==> config.mk <==
export PLATFORM = sky130hd
export DESIGN_NAME = udma_uart_tx_unpack_flat
export DESIGN_NICKNAME = d
export VERILOG_FILES = /design/src/rtl/udma_uart_pkg.sv /design/src/rtl/udma_uart_tx_unpack_if.sv /design/src/rtl/udma_uart_tx_fifo.sv /design/src/rtl/udma_uart_tx_unpack.sv /design/src/flat_wrapper.sv
export SDC_FILE = /design/constraint.sdc
export NUM_CORES = 1
export LEC_CHECK = 0
export BUFFER_PORTS_ARGS = -buffer_cell sky130_fd_sc_hd__buf_2
export CAP_MARGIN = 40
export CORE_ASPECT_RATIO = 1.75
export CORE_MARGIN = 2
export CORE_UTILIZATION = 60
export DETAILED_ROUTE_END_ITERATION = 10
export PLACE_DENSITY = 0.78
export SETUP_SLACK_MARGIN = 0.02
export SLEW_MARGIN = 20
export SYNTH_ARGS = -nofsm -noshare
export SYNTH_HDL_FRONTEND = slang
export SYNTH_SLANG_ARGS = --single-unit
export TNS_END_PERCENT = 30
==> constraint.sdc <==
create_clock -name clk_i -period 5.02 [get_ports clk_i]
set_input_delay 0 -clock clk_i [delete_from_list [all_inputs] [get_ports clk_i]]
set_output_delay 0 -clock clk_i [all_outputs]
set_load 0.05 [all_outputs]
==> src/rtl/udma_uart_pkg.sv <==
// Shared definitions for the uDMA UART TX byte unpacker: datasize encodings,
// unpacker state codes and the word FIFO entry layout.
package udma_uart_pkg;

    localparam int unsigned WORD_W  = 32;
    localparam int unsigned NB_W    = 2;
    localparam int unsigned ENTRY_W = WORD_W + NB_W;

    typedef enum logic [1:0] {
        DS_1B     = 2'b00,
        DS_2B     = 2'b01,
        DS_4B     = 2'b10,
        DS_4B_ALT = 2'b11
    } datasize_e;

    localparam logic [0:0] ST_IDLE = 1'b0;
    localparam logic [0:0] ST_SEND = 1'b1;

    typedef struct packed {
        logic [WORD_W-1:0] data;
        logic [NB_W-1:0]   nbm1;
    } tx_entry_t;

    // Byte count minus one; the reserved 11 encoding is treated as a full word.
    function automatic logic [NB_W-1:0] datasize_to_nbm1(input logic [1:0] ds);
        case (datasize_e'(ds))
            DS_1B:     return 2'd0;
            DS_2B:     return 2'd1;
            DS_4B:     return 2'd3;
            DS_4B_ALT: return 2'd3;
            default:   return 2'd3;
        endcase
    endfunction

endpackage

==> src/rtl/udma_uart_tx_unpack_if.sv <==
// Word-in / byte-out handshake bundle of the uDMA UART TX unpacker.
interface udma_uart_tx_unpack_if;
    logic [31:0] data;
    logic [1:0]  datasize;
    logic        valid;
    logic        ready;
    logic [7:0]  tx_data;
    logic        tx_valid;
    logic        tx_ready;

    modport slave (
        input  data, datasize, valid, tx_ready,
        output ready, tx_data, tx_valid
    );

    modport master (
        output data, datasize, valid, tx_ready,
        input  ready, tx_data, tx_valid
    );
endinterface

==> src/rtl/udma_uart_tx_fifo.sv <==
// Synchronous word FIFO with flush; head entry is visible combinationally on dout_o.
module udma_uart_tx_fifo #(
    parameter int unsigned DEPTH = 4,
    parameter int unsigned WIDTH = 34
) (
    input  logic                     clk_i,
    input  logic                     rstn_i,
    input  logic                     clr_i,
    input  logic                     push_i,
    input  logic [WIDTH-1:0]         din_i,
    input  logic                     pop_i,
    output logic [WIDTH-1:0]         dout_o,
    output logic                     full_o,
    output logic                     empty_o,
    output logic [$clog2(DEPTH):0]   count_o
);
    localparam int unsigned AW = $clog2(DEPTH);
    localparam logic [AW:0] FULL_CNT = (AW+1)'(DEPTH);

    logic [WIDTH-1:0] mem [DEPTH];
    logic [AW-1:0]    wr_ptr_q;
    logic [AW-1:0]    rd_ptr_q;
    logic [AW:0]      count_q;
    logic             do_push;
    logic             do_pop;

    assign full_o  = (count_q == FULL_CNT);
    assign empty_o = (count_q == '0);
    assign count_o = count_q;
    assign dout_o  = mem[rd_ptr_q];

    // Full and empty come from the pre-edge count, so a push into a full FIFO
    // is dropped even if a pop happens in the same cycle.
    assign do_push = push_i & ~full_o & ~clr_i;
    assign do_pop  = pop_i & ~empty_o & ~clr_i;

    always_ff @(posedge clk_i) begin
        if (do_push) begin
            mem[wr_ptr_q] <= din_i;
        end
    end

    always_ff @(posedge clk_i or negedge rstn_i) begin
        if (!rstn_i) begin
            wr_ptr_q <= '0;
            rd_ptr_q <= '0;
            count_q  <= '0;
        end else if (clr_i) begin
            wr_ptr_q <= '0;
            rd_ptr_q <= '0;
            count_q  <= '0;
        end else begin
            if (do_push) begin
                wr_ptr_q <= wr_ptr_q + 1'b1;
            end
            if (do_pop) begin
                rd_ptr_q <= rd_ptr_q + 1'b1;
            end
            case ({do_push, do_pop})
                2'b10:   count_q <= count_q + 1'b1;
                2'b01:   count_q <= count_q - 1'b1;
                default: count_q <= count_q;
            endcase
        end
    end

endmodule

==> src/rtl/udma_uart_tx_unpack.sv <==
// uDMA UART TX front end: buffers 32-bit words and issues them LSB byte first.
// Optional UDMA_UART_TX_CTS_EN adds a synchronised active-low cts_ni gate.
module udma_uart_tx_unpack
    import udma_uart_pkg::*;
#(
    parameter int unsigned DEPTH = 4
) (
    input  logic                     clk_i,
    input  logic                     rstn_i,
    input  logic                     cfg_en_i,
    input  logic                     clr_i,
`ifdef UDMA_UART_TX_CTS_EN
    input  logic                     cts_ni,
`endif
    udma_uart_tx_unpack_if.slave     bus,
    output logic                     busy_o
);
    logic [0:0]            state_q;
    logic [WORD_W-1:0]     shift_q;
    logic [NB_W-1:0]       cnt_q;

    tx_entry_t             push_entry;
    tx_entry_t             head_entry;
    logic [ENTRY_W-1:0]    fifo_dout;
    logic                  fifo_full;
    logic                  fifo_empty;
    logic [$clog2(DEPTH):0] fifo_count;

    logic                  sending;
    logic                  cts_ok;
    logic                  tx_valid;
    logic                  handshake;
    logic                  last_byte;
    logic                  push;
    logic                  pop;

`ifdef UDMA_UART_TX_CTS_EN
    logic [1:0] cts_sync_q;

    // Resets to "not clear" so nothing is sent until CTS is seen asserted.
    always_ff @(posedge clk_i or negedge rstn_i) begin
        if (!rstn_i) begin
            cts_sync_q <= 2'b11;
        end else begin
            cts_sync_q <= {cts_sync_q[0], cts_ni};
        end
    end

    assign cts_ok = ~cts_sync_q[1];
`else
    assign cts_ok = 1'b1;
`endif

    assign sending   = (state_q == ST_SEND);
    assign tx_valid  = sending & cfg_en_i & cts_ok;
    assign handshake = tx_valid & bus.tx_ready;
    assign last_byte = (cnt_q == '0);

    assign bus.ready    = cfg_en_i & ~fifo_full & ~clr_i;
    assign bus.tx_valid = tx_valid;
    assign bus.tx_data  = shift_q[7:0];
    assign busy_o       = (fifo_count != '0) | sending;

    assign push = bus.valid & bus.ready;

    // Reload either from IDLE or on the final byte's handshake, so words
    // follow each other without an idle cycle.
    assign pop = ~clr_i & cfg_en_i & ~fifo_empty & (~sending | (handshake & last_byte));

    assign push_entry.data = bus.data;
    assign push_entry.nbm1 = datasize_to_nbm1(bus.datasize);
    assign head_entry      = tx_entry_t'(fifo_dout);

    udma_uart_tx_fifo #(
        .DEPTH (DEPTH),
        .WIDTH (ENTRY_W)
    ) i_fifo (
        .clk_i   (clk_i),
        .rstn_i  (rstn_i),
        .clr_i   (clr_i),
        .push_i  (push),
        .din_i   (push_entry),
        .pop_i   (pop),
        .dout_o  (fifo_dout),
        .full_o  (fifo_full),
        .empty_o (fifo_empty),
        .count_o (fifo_count)
    );

    always_ff @(posedge clk_i or negedge rstn_i) begin
        if (!rstn_i) begin
            state_q <= ST_IDLE;
            shift_q <= '0;
            cnt_q   <= '0;
        end else if (clr_i) begin
            state_q <= ST_IDLE;
            cnt_q   <= '0;
        end else if (pop) begin
            state_q <= ST_SEND;
            shift_q <= head_entry.data;
            cnt_q   <= head_entry.nbm1;
        end else if (handshake) begin
            if (!last_byte) begin
                shift_q <= {8'h00, shift_q[WORD_W-1:8]};
                cnt_q   <= cnt_q - 1'b1;
            end else begin
                state_q <= ST_IDLE;
            end
        end
    end

endmodule

==> src/flat_wrapper.sv <==
// flat-port wrapper written by rule: the top's interface ports become plain ports
module udma_uart_tx_unpack_flat import udma_uart_pkg::*;
#(
    parameter int unsigned DEPTH = 4
)
  (clk_i, rstn_i, cfg_en_i, clr_i, busy_o, bus_data, bus_datasize, bus_valid, bus_tx_ready, bus_ready, bus_tx_data, bus_tx_valid);
  udma_uart_tx_unpack_if bus_i ();
  input  logic clk_i;
  input  logic rstn_i;
  input  logic cfg_en_i;
  input  logic clr_i;
  output logic busy_o;
  input wire logic [$bits(bus_i.data)-1:0] bus_data;
  input wire logic [$bits(bus_i.datasize)-1:0] bus_datasize;
  input wire logic [$bits(bus_i.valid)-1:0] bus_valid;
  input wire logic [$bits(bus_i.tx_ready)-1:0] bus_tx_ready;
  output wire logic [$bits(bus_i.ready)-1:0] bus_ready;
  output wire logic [$bits(bus_i.tx_data)-1:0] bus_tx_data;
  output wire logic [$bits(bus_i.tx_valid)-1:0] bus_tx_valid;
  assign bus_i.data = bus_data;
  assign bus_i.datasize = bus_datasize;
  assign bus_i.valid = bus_valid;
  assign bus_i.tx_ready = bus_tx_ready;
  assign bus_ready = bus_i.ready;
  assign bus_tx_data = bus_i.tx_data;
  assign bus_tx_valid = bus_i.tx_valid;
  udma_uart_tx_unpack #(.DEPTH(DEPTH)) u_core (.clk_i(clk_i), .rstn_i(rstn_i), .cfg_en_i(cfg_en_i), .clr_i(clr_i), .bus(bus_i), .busy_o(busy_o));
endmodule
# Yosys cells after proc, flatten, opt, wreduce, memory -nomap -nowiden

Memories as Yosys holds them, arrays and structs flattened.
Cells that the tools add are included.
Widths: inputs -> output; s select.

RAM bits: 136
Memories: 1
Bits in registers: 42
Output and inout bits: 11

Add/sub/neg operators: 5
Equality and inequality tests: 8
Mux-type cells: 20
Reductions and logical operators: 14
Bitwise gates (word level): 19

Memory list:

| name              | depth | bits a word | read ports | clocked after memory_dff | wr ports | RTL line                | source |
|---|---|---|---|---|---|---|---|
| u_core.i_fifo.mem | 4     | 34          | 1          | 0                        | 1        | udma_uart_tx_fifo.sv:20 | `logic [WIDTH-1:0] mem [DEPTH];` |

Operators with widths:

| operator            | number |
|---|---|
| $mux 32             | 3 |
| $mux 2              | 8 |
| $and 1x1->1         | 13 |
| $reduce_bool 3->1   | 4 |
| $eq 2x2->1 const B  | 3 |
| $mux 1              | 6 |
| $pmux 2 s3          | 1 |
| $pmux 3 s2          | 1 |
| $reduce_bool 2->1   | 3 |
| $add 2x1->2 const B | 2 |
| $eq 2x1->1 const B  | 2 |
| $logic_not 2->1     | 2 |
| $not 1->1           | 4 |
| $reduce_and 2->1    | 2 |
| $add 3x1->3 const B | 1 |
| $eq 3x3->1 const B  | 1 |
| $logic_not 3->1     | 1 |
| $mux 3              | 1 |
| $ne 3x3->1 const B  | 1 |
| $reduce_and 3->1    | 1 |
| $sub 3x1->3 const B | 1 |
| $ne 2x2->1 const B  | 1 |
| $or 1x1->1          | 2 |
| $reduce_or 2->1     | 1 |
| $sub 2x1->2 const B | 1 |

# Depth between registers and ports, before layout

Depth after elaboration: 10
Depth in mapped cells: 8
Depth with buffers taken out: 7

# Cells and area by module

From an unflattened synthesis, not the netlist that was laid out.

Cells, all modules: 414
Area total of the unflattened synthesis: 7277.0 µm²

Modules (own cells, without submodules):

| module              | times used | cells each | sequential area each (µm²) | area an instance (µm²) |
|---|---|---|---|---|
| udma_uart_tx_fifo   | 1          | 243        | 4259.1                     | 5522.8 |
| udma_uart_tx_unpack | 1          | 171        | 875.8                      | 1754.2 |

# Worst setup path after synthesis

OpenSTA, ideal clock, no wires.

Path kind: register -> register
From: register u_core.i_fifo.count_q[0], in the netlist u_core.i_fifo.count_o[0]
To: memory u_core.i_fifo.mem[0][0] (enable)
Required time: 4.626 ns
Cell stages (with the launch flop): 5
Arrival: 1.795 ns
Setup slack: 2.831 ns
Cells stage by stage: dfrtp_1 -> nor2_1 -> a211oi_1 -> buf_2 -> and2_1

Longest elaborated chain between the ends: 9

Ends and longest elaborated chain:

| element                        | RTL line                                           | source |
|---|---|---|
| start, declared                | udma_uart_tx_fifo.sv:23                            | `logic [AW:0] count_q;` |
| start signal, assigned         | udma_uart_tx_fifo.sv:60                            | `2'b10: count_q <= count_q + 1'b1;` |
| start signal, assigned         | udma_uart_tx_fifo.sv:61                            | `2'b01: count_q <= count_q - 1'b1;` |
| start signal, assigned         | udma_uart_tx_fifo.sv:62                            | `default: count_q <= count_q;` |
| $eq 3x3->1 *                   | udma_uart_tx_fifo.sv:27                            | `assign full_o = (count_q == FULL_CNT);` |
| $not 1->1 *                    | udma_uart_tx_fifo.sv:34, udma_uart_tx_unpack.sv:59 |  |
| $and 1x1->1 (2 in series)      | udma_uart_tx_unpack.sv:59                          | `assign bus.ready = cfg_en_i & ~fifo_full & ~clr_i;` |
| $and 1x1->1                    | udma_uart_tx_unpack.sv:64                          | `assign push = bus.valid & bus.ready;` |
| $and 1x1->1 * (2 in series)    | udma_uart_tx_fifo.sv:34                            | `assign do_push = push_i & ~full_o & ~clr_i;` |
| $mux 1 *                       | udma_uart_tx_fifo.sv:38                            | `if (do_push) begin` |
| $mux 1 (not written as such) * | udma_uart_tx_fifo.sv:39                            | `mem[wr_ptr_q] <= din_i;` |
| end, declared                  | udma_uart_tx_fifo.sv:20                            |  |

Mark *: on every way between the ends. The rest lies on a longest branch, timed or not.

# Worst setup path after layout

From: input clr_i
To: memory u_core.i_fifo.mem[1][1] (enable)

Longest elaborated chain between the ends: 7

Ends and longest elaborated chain:

| element                        | RTL line                  | source |
|---|---|---|
| start, declared                | flat_wrapper.sv:11        | `input logic clr_i;` |
| $not 1->1 (no source line) *   | --                        |  |
| $and 1x1->1                    | udma_uart_tx_unpack.sv:59 |  |
| $and 1x1->1                    | udma_uart_tx_unpack.sv:64 |  |
| $and 1x1->1                    | udma_uart_tx_fifo.sv:34   |  |
| $and 1x1->1 *                  | udma_uart_tx_fifo.sv:34   |  |
| $mux 1 *                       | udma_uart_tx_fifo.sv:38   |  |
| $mux 1 (not written as such) * | udma_uart_tx_fifo.sv:39   |  |

Marked as above.

==> report_table.html <==
<table>
<tr><th>Metric</th><th>Value</th></tr>
<tr><th colspan="2">Cells and area</th></tr>
<tr><td>Leading cell types in the layout, fill and taps excluded</td><td>sky130_fd_sc_hd__edfxtp_1 (136), sky130_fd_sc_hd__buf_2 (51), sky130_fd_sc_hd__mux2_2 (50), sky130_fd_sc_hd__dfrtp_1 (41), sky130_fd_sc_hd__dlygate4sd3_1 (36)</td></tr>
<tr><td>Total number of nets in the final design</td><td>approximately 500</td></tr>
<tr><td>Post-synthesis to final-layout area growth</td><td>17.4%</td></tr>
<tr><td>Most common cell after layout, fill and taps aside</td><td>sky130_fd_sc_hd__edfxtp_1</td></tr>
<tr><td>End-of-flow core utilization</td><td>72.6%</td></tr>
<tr><td>Antenna diode count</td><td>0</td></tr>
<tr><td>Fraction of final layout cells sized beyond drive strength 1</td><td>about two fifths</td></tr>
<tr><th colspan="2">Die</th></tr>
<tr><td>Vertical die dimension</td><td>around 150 um</td></tr>
<tr><td>Standard-cell rows</td><td>52</td></tr>
<tr><td>Floorplan Core Area</td><td>approximately 0.012 mm^2</td></tr>
<tr><td>IO Pins</td><td>approximately 50</td></tr>
<tr><td>Initial standard-cell utilization of the core</td><td>61.8%</td></tr>
<tr><td>Die area</td><td>0.0129 mm^2</td></tr>
<tr><td>Floorplan die width</td><td>roughly 87 um</td></tr>
<tr><th colspan="2">Global routing</th></tr>
<tr><td>First-pass GRT wire length</td><td>slightly above 20000 um</td></tr>
<tr><td>Number of antenna violations at the first check in global routing</td><td>0</td></tr>
<tr><td>Via count of the first global-routing pass</td><td>approximately 3900</td></tr>
<tr><td>Pin count of the biggest net entering global routing</td><td>40</td></tr>
<tr><td>Residual overflow from global routing</td><td>0</td></tr>
<tr><td>Total routing resource utilization after global routing</td><td>between 20% and 30%</td></tr>
<tr><th colspan="2">Yosys</th></tr>
<tr><td>Synthesized-area fraction occupied by ao, oa, aoi and oai cells</td><td>approximately 2.6%</td></tr>
<tr><td>Synthesized area per cell</td><td>between 20 and 25 um^2</td></tr>
<tr><td>Multiplexer fraction of the synthesized cell area</td><td>roughly a fifth</td></tr>
<tr><td>Number of distinct library cells after synthesis</td><td>37</td></tr>
<tr><td>Synth Net Count</td><td>between 400 and 500</td></tr>
<tr><td>Combinational family with the most area after synthesis</td><td>multiplexers</td></tr>
<tr><td>Adder-cell share of the synthesized area</td><td>roughly 1.2%</td></tr>
<tr><td>Async SR Flop Fraction</td><td>a little under a quarter</td></tr>
<tr><td>Xor and xnor fraction of the mapped netlist area</td><td>less than 1%</td></tr>
<tr><td>Number of synthesis warnings</td><td>0</td></tr>
<tr><td>Share of the yosys chip area belonging to registers</td><td>a little under three quarters</td></tr>
<tr><td>Total of flip-flops plus latches after synthesis</td><td>around 180</td></tr>
<tr><td>Cells after synthesis</td><td>355</td></tr>
<tr><td>Top post-synthesis cells by area</td><td>sky130_fd_sc_hd__edfxtp_1 (57%), sky130_fd_sc_hd__dfrtp_1 (15%), sky130_fd_sc_hd__mux4_2 (11%)</td></tr>
<tr><td>Summed instance area of the synthesized netlist</td><td>~0.0072 mm^2</td></tr>
<tr><td>Synth area leader</td><td>sky130_fd_sc_hd__edfxtp_1</td></tr>
<tr><td>Synth Area in Simple Gates</td><td>about 2.2%</td></tr>
<tr><td>Number of flops mapped to enable cells by yosys</td><td>136</td></tr>
<tr><td>Most used DFF post-synth</td><td>sky130_fd_sc_hd__edfxtp_1</td></tr>
<tr><td>Fraction of synthesized cell area taken by the top area cell type</td><td>approximately 57%</td></tr>
<tr><th colspan="2">Drt</th></tr>
<tr><td>Starting DRC count in detailed routing</td><td>between 150 and 200</td></tr>
<tr><td>Average vias per placed instance</td><td>about 5.8</td></tr>
<tr><td>DRC Markers</td><td>0</td></tr>
<tr><td>Drt total wl</td><td>12800 um</td></tr>
<tr><td>Vias after detailed routing</td><td>around 3500</td></tr>
<tr><td>DR WL/cell</td><td>21.6 um</td></tr>
<tr><td>Detailed Routing Iterations Pass 1</td><td>4</td></tr>
<tr><td>Antenna viol nets, final</td><td>0</td></tr>
<tr><th colspan="2">Worst setup path</th></tr>
<tr><td>Category of the worst setup path capture point</td><td>flop</td></tr>
<tr><td>Critical path launch point type</td><td>input pin</td></tr>
<tr><td>Worst Path Class, Setup</td><td>in -&gt; reg</td></tr>
<tr><td>Endpoint of the worst register-to-register path</td><td>u_core.i_fifo.mem[1][1]$_DFFE_PP_</td></tr>
<tr><td>Reg-to-reg critical path startpoint</td><td>u_core.i_fifo.count_o[0]$_DFFE_PN0P_</td></tr>
<tr><td>Depth of the worst register-to-register path</td><td>5</td></tr>
<tr><td>Largest fanout on the critical path</td><td>23</td></tr>
<tr><td>Flop-to-flop setup slack</td><td>around 2.4 ns</td></tr>
<tr><td>Critical path data arrival time</td><td>2.74 ns</td></tr>
<tr><td>Required time at the worst-slack endpoint</td><td>between 5 and 6 ns</td></tr>
<tr><th colspan="2">Clock tree</th></tr>
<tr><td>Maximum clock insertion buffer count</td><td>2</td></tr>
<tr><td>Number of cells upsized or downsized after cts</td><td>0</td></tr>
<tr><td>Maximum level of the CTS H-tree</td><td>4</td></tr>
<tr><td>Clock insertion delay at the later pin of the skew report</td><td>0.42 ns</td></tr>
<tr><td>Clock transition at the registers of the reported paths</td><td>around 0.07 ns</td></tr>
<tr><td>Setup fix buffers added after clock tree synthesis</td><td>0</td></tr>
<tr><td>CTS Root Cell</td><td>sky130_fd_sc_hd__clkbuf_16</td></tr>
<tr><td>Clock tree from TritonCTS</td><td>built</td></tr>
<tr><td>Clock Sink Count</td><td>between 150 and 200</td></tr>
<tr><td>Cts bufs inserted</td><td>17</td></tr>
<tr><th colspan="2">Timing</th></tr>
<tr><td>Setup repair after global routing missed its margin</td><td>false</td></tr>
<tr><td>Setup TNS</td><td>0 ns</td></tr>
<tr><td>Minimum period implied by the final worst setup slack</td><td>approximately 2.6 ns</td></tr>
<tr><td>Worst-Margin Slew</td><td>about 0.64 ns</td></tr>
<tr><td>Final number of max-transition violations</td><td>0</td></tr>
<tr><td>Final hold vios</td><td>0</td></tr>
<tr><td>Maximum frequency from static timing analysis</td><td>roughly 380 MHz</td></tr>
<tr><td>Worst Clk Skew</td><td>0.00818 ns</td></tr>
<tr><td>Relative slew slack</td><td>around 57%</td></tr>
<tr><td>Post-route clock period utilization</td><td>a little over half</td></tr>
<tr><td># setup viols final</td><td>0</td></tr>
<tr><th colspan="2">Status</th></tr>
<tr><td>Run status</td><td>complete, no violations</td></tr>
<tr><th colspan="2">Pwr</th></tr>
<tr><td>Cell Pwr Density</td><td>roughly 470 mW/mm^2</td></tr>
<tr><td>Worst supply voltage drop on vdd</td><td>between 0.0002 and 0.0003 V</td></tr>
<tr><td>Leakage dissipation</td><td>slightly above 3 nW</td></tr>
<tr><th colspan="2">Worst hold path</th></tr>
<tr><td>Type of the most critical hold path</td><td>in -&gt; async</td></tr>
<tr><th colspan="2">Placed design</th></tr>
<tr><td>HPWL after detailed placement</td><td>about 8000 um</td></tr>
<tr><td>Placer's final routability congestion estimate</td><td>about 0.73</td></tr>
<tr><td>Total of buffers placed on input and output ports</td><td>50</td></tr>
<tr><th colspan="2">Flow run</th></tr>
<tr><td>Max Cap Viol</td><td>0</td></tr>
</table>
-- worst max-delay path by stage --
stage,from,end
6_report,clr_i,u_core.i_fifo.mem[1][1]$_DFFE_PP_
5_1_grt,u_core.i_fifo.count_o[0]$_DFFE_PN0P_,u_core.i_fifo.mem[0][4]$_DFFE_PP_
4_1_cts,u_core.i_fifo.count_o[0]$_DFFE_PN0P_,u_core.i_fifo.mem[0][4]$_DFFE_PP_
3_5_place_dp,u_core.i_fifo.count_o[0]$_DFFE_PN0P_,u_core.i_fifo.mem[1][26]$_DFFE_PP_
3_3_place_gp,u_core.i_fifo.count_o[0]$_DFFE_PN0P_,u_core.i_fifo.mem[1][29]$_DFFE_PP_
2_1_floorplan,u_core.i_fifo.count_o[0]$_DFFE_PN0P_,u_core.i_fifo.mem[0][0]$_DFFE_PP_
-- area by class of cell --
| class | instances | area (um^2) |
|---|---|---|
| clock buffers | 17 | 425 |
| repair buffers | 97 | 716 |
| fillers | 709 | 3170 |
| flip-flops and latches | 178 | 5140 |
| multi-input cells | 145 | 1830 |
| clock inverters | 15 | 108 |
| inverters | 6 | 22.5 |
| well taps | 135 | 169 |
-- flip-flops by register name, indices dropped and copies added (netlist names) --
register / cells
u_core.i_fifo.mem: 136
u_core.shift_q: 32
u_core.i_fifo.count_o: 3
u_core.cnt_q: 2
u_core.i_fifo.rd_ptr_q: 2
u_core.i_fifo.wr_ptr_q: 2
u_core.sending: 1
-- cells in the mapped netlist (2+ instances only) --
master and n:
sky130_fd_sc_hd__edfxtp_1 136, sky130_fd_sc_hd__mux2_2 50, sky130_fd_sc_hd__dfrtp_1 42, sky130_fd_sc_hd__mux4_2 34, sky130_fd_sc_hd__buf_4 9, sky130_fd_sc_hd__a22o_1 8
sky130_fd_sc_hd__buf_2 7, sky130_fd_sc_hd__and2_1 6, sky130_fd_sc_hd__inv_1 6, sky130_fd_sc_hd__buf_6 5, sky130_fd_sc_hd__clkbuf_1 5, sky130_fd_sc_hd__ha_1 5
sky130_fd_sc_hd__nand2_1 5, sky130_fd_sc_hd__nor2_1 5, sky130_fd_sc_hd__a21oi_1 3, sky130_fd_sc_hd__nand2b_1 3, sky130_fd_sc_hd__o21ai_0 3, sky130_fd_sc_hd__xnor2_1 3
sky130_fd_sc_hd__mux2i_1 2
-- report_power, final --
group          switching (mW)  leakage [nW]  internal (mW)
Sequential              0.132          1.76           1.75
Combinational           0.441          1.01          0.468
Clock                   0.556         0.265          0.638
Total                    1.13          3.04           2.86
-- timing repair --
| action | 4_1_cts | 5_1_grt |
|---|---|---|
| endpoints found under the hold margin | 184 | 0 |
| setup endpoints to repair | 0 | 0 |
| hold buffers | 36 | 0 |
-- metal layers --
metal / up-vias / GRT usage, % / share of wire (%)
met5: - / 0 / 0
met4: 0 / 10.9 / 3.2
met3: 21 / 4.05 / 2.8
met2: 75 / 38.5 / 55
met1: 1784 / 26.3 / 39
li1: 1570 / - / -
-- stage by stage --
stage	cell area (um^2)	setup WS [ns]	instances	power [mW]	hold slack, ns
after global routing	8410	2.14	593	4.15	0.0544
final	8410	2.37	593	3.99	0.00651
after floorplan	7160	2.83	355	2.63	-0.296
after global placement	7470	2.14	522	2.76	0.204
after detailed placement	7520	2.35	525	2.81	-0.0884
after CTS	8410	2.34	593	4.03	0.00720
-- cells by family (layout without fill, tap and decap cells) --
family          after synthesis  count (layout)
flops                       178             178
fa+ha+maj                     6               6
xor+xnor                      3               3
simple gates                 27              27
compound gates               22              22
mux                          87              87
buf+inv                      32             135
-- worst max-delay path, cell delays in order --
cell	delay, ns
sky130_fd_sc_hd__dlygate4sd3_1	0.54
sky130_fd_sc_hd__buf_2	0.21
sky130_fd_sc_hd__nand2b_4	0.20
sky130_fd_sc_hd__a211oi_1	0.49
sky130_fd_sc_hd__buf_2	0.28
sky130_fd_sc_hd__and2_1	0.54
sky130_fd_sc_hd__buf_4	0.45
Note: power is estimated with default switching activity, not from simulation.
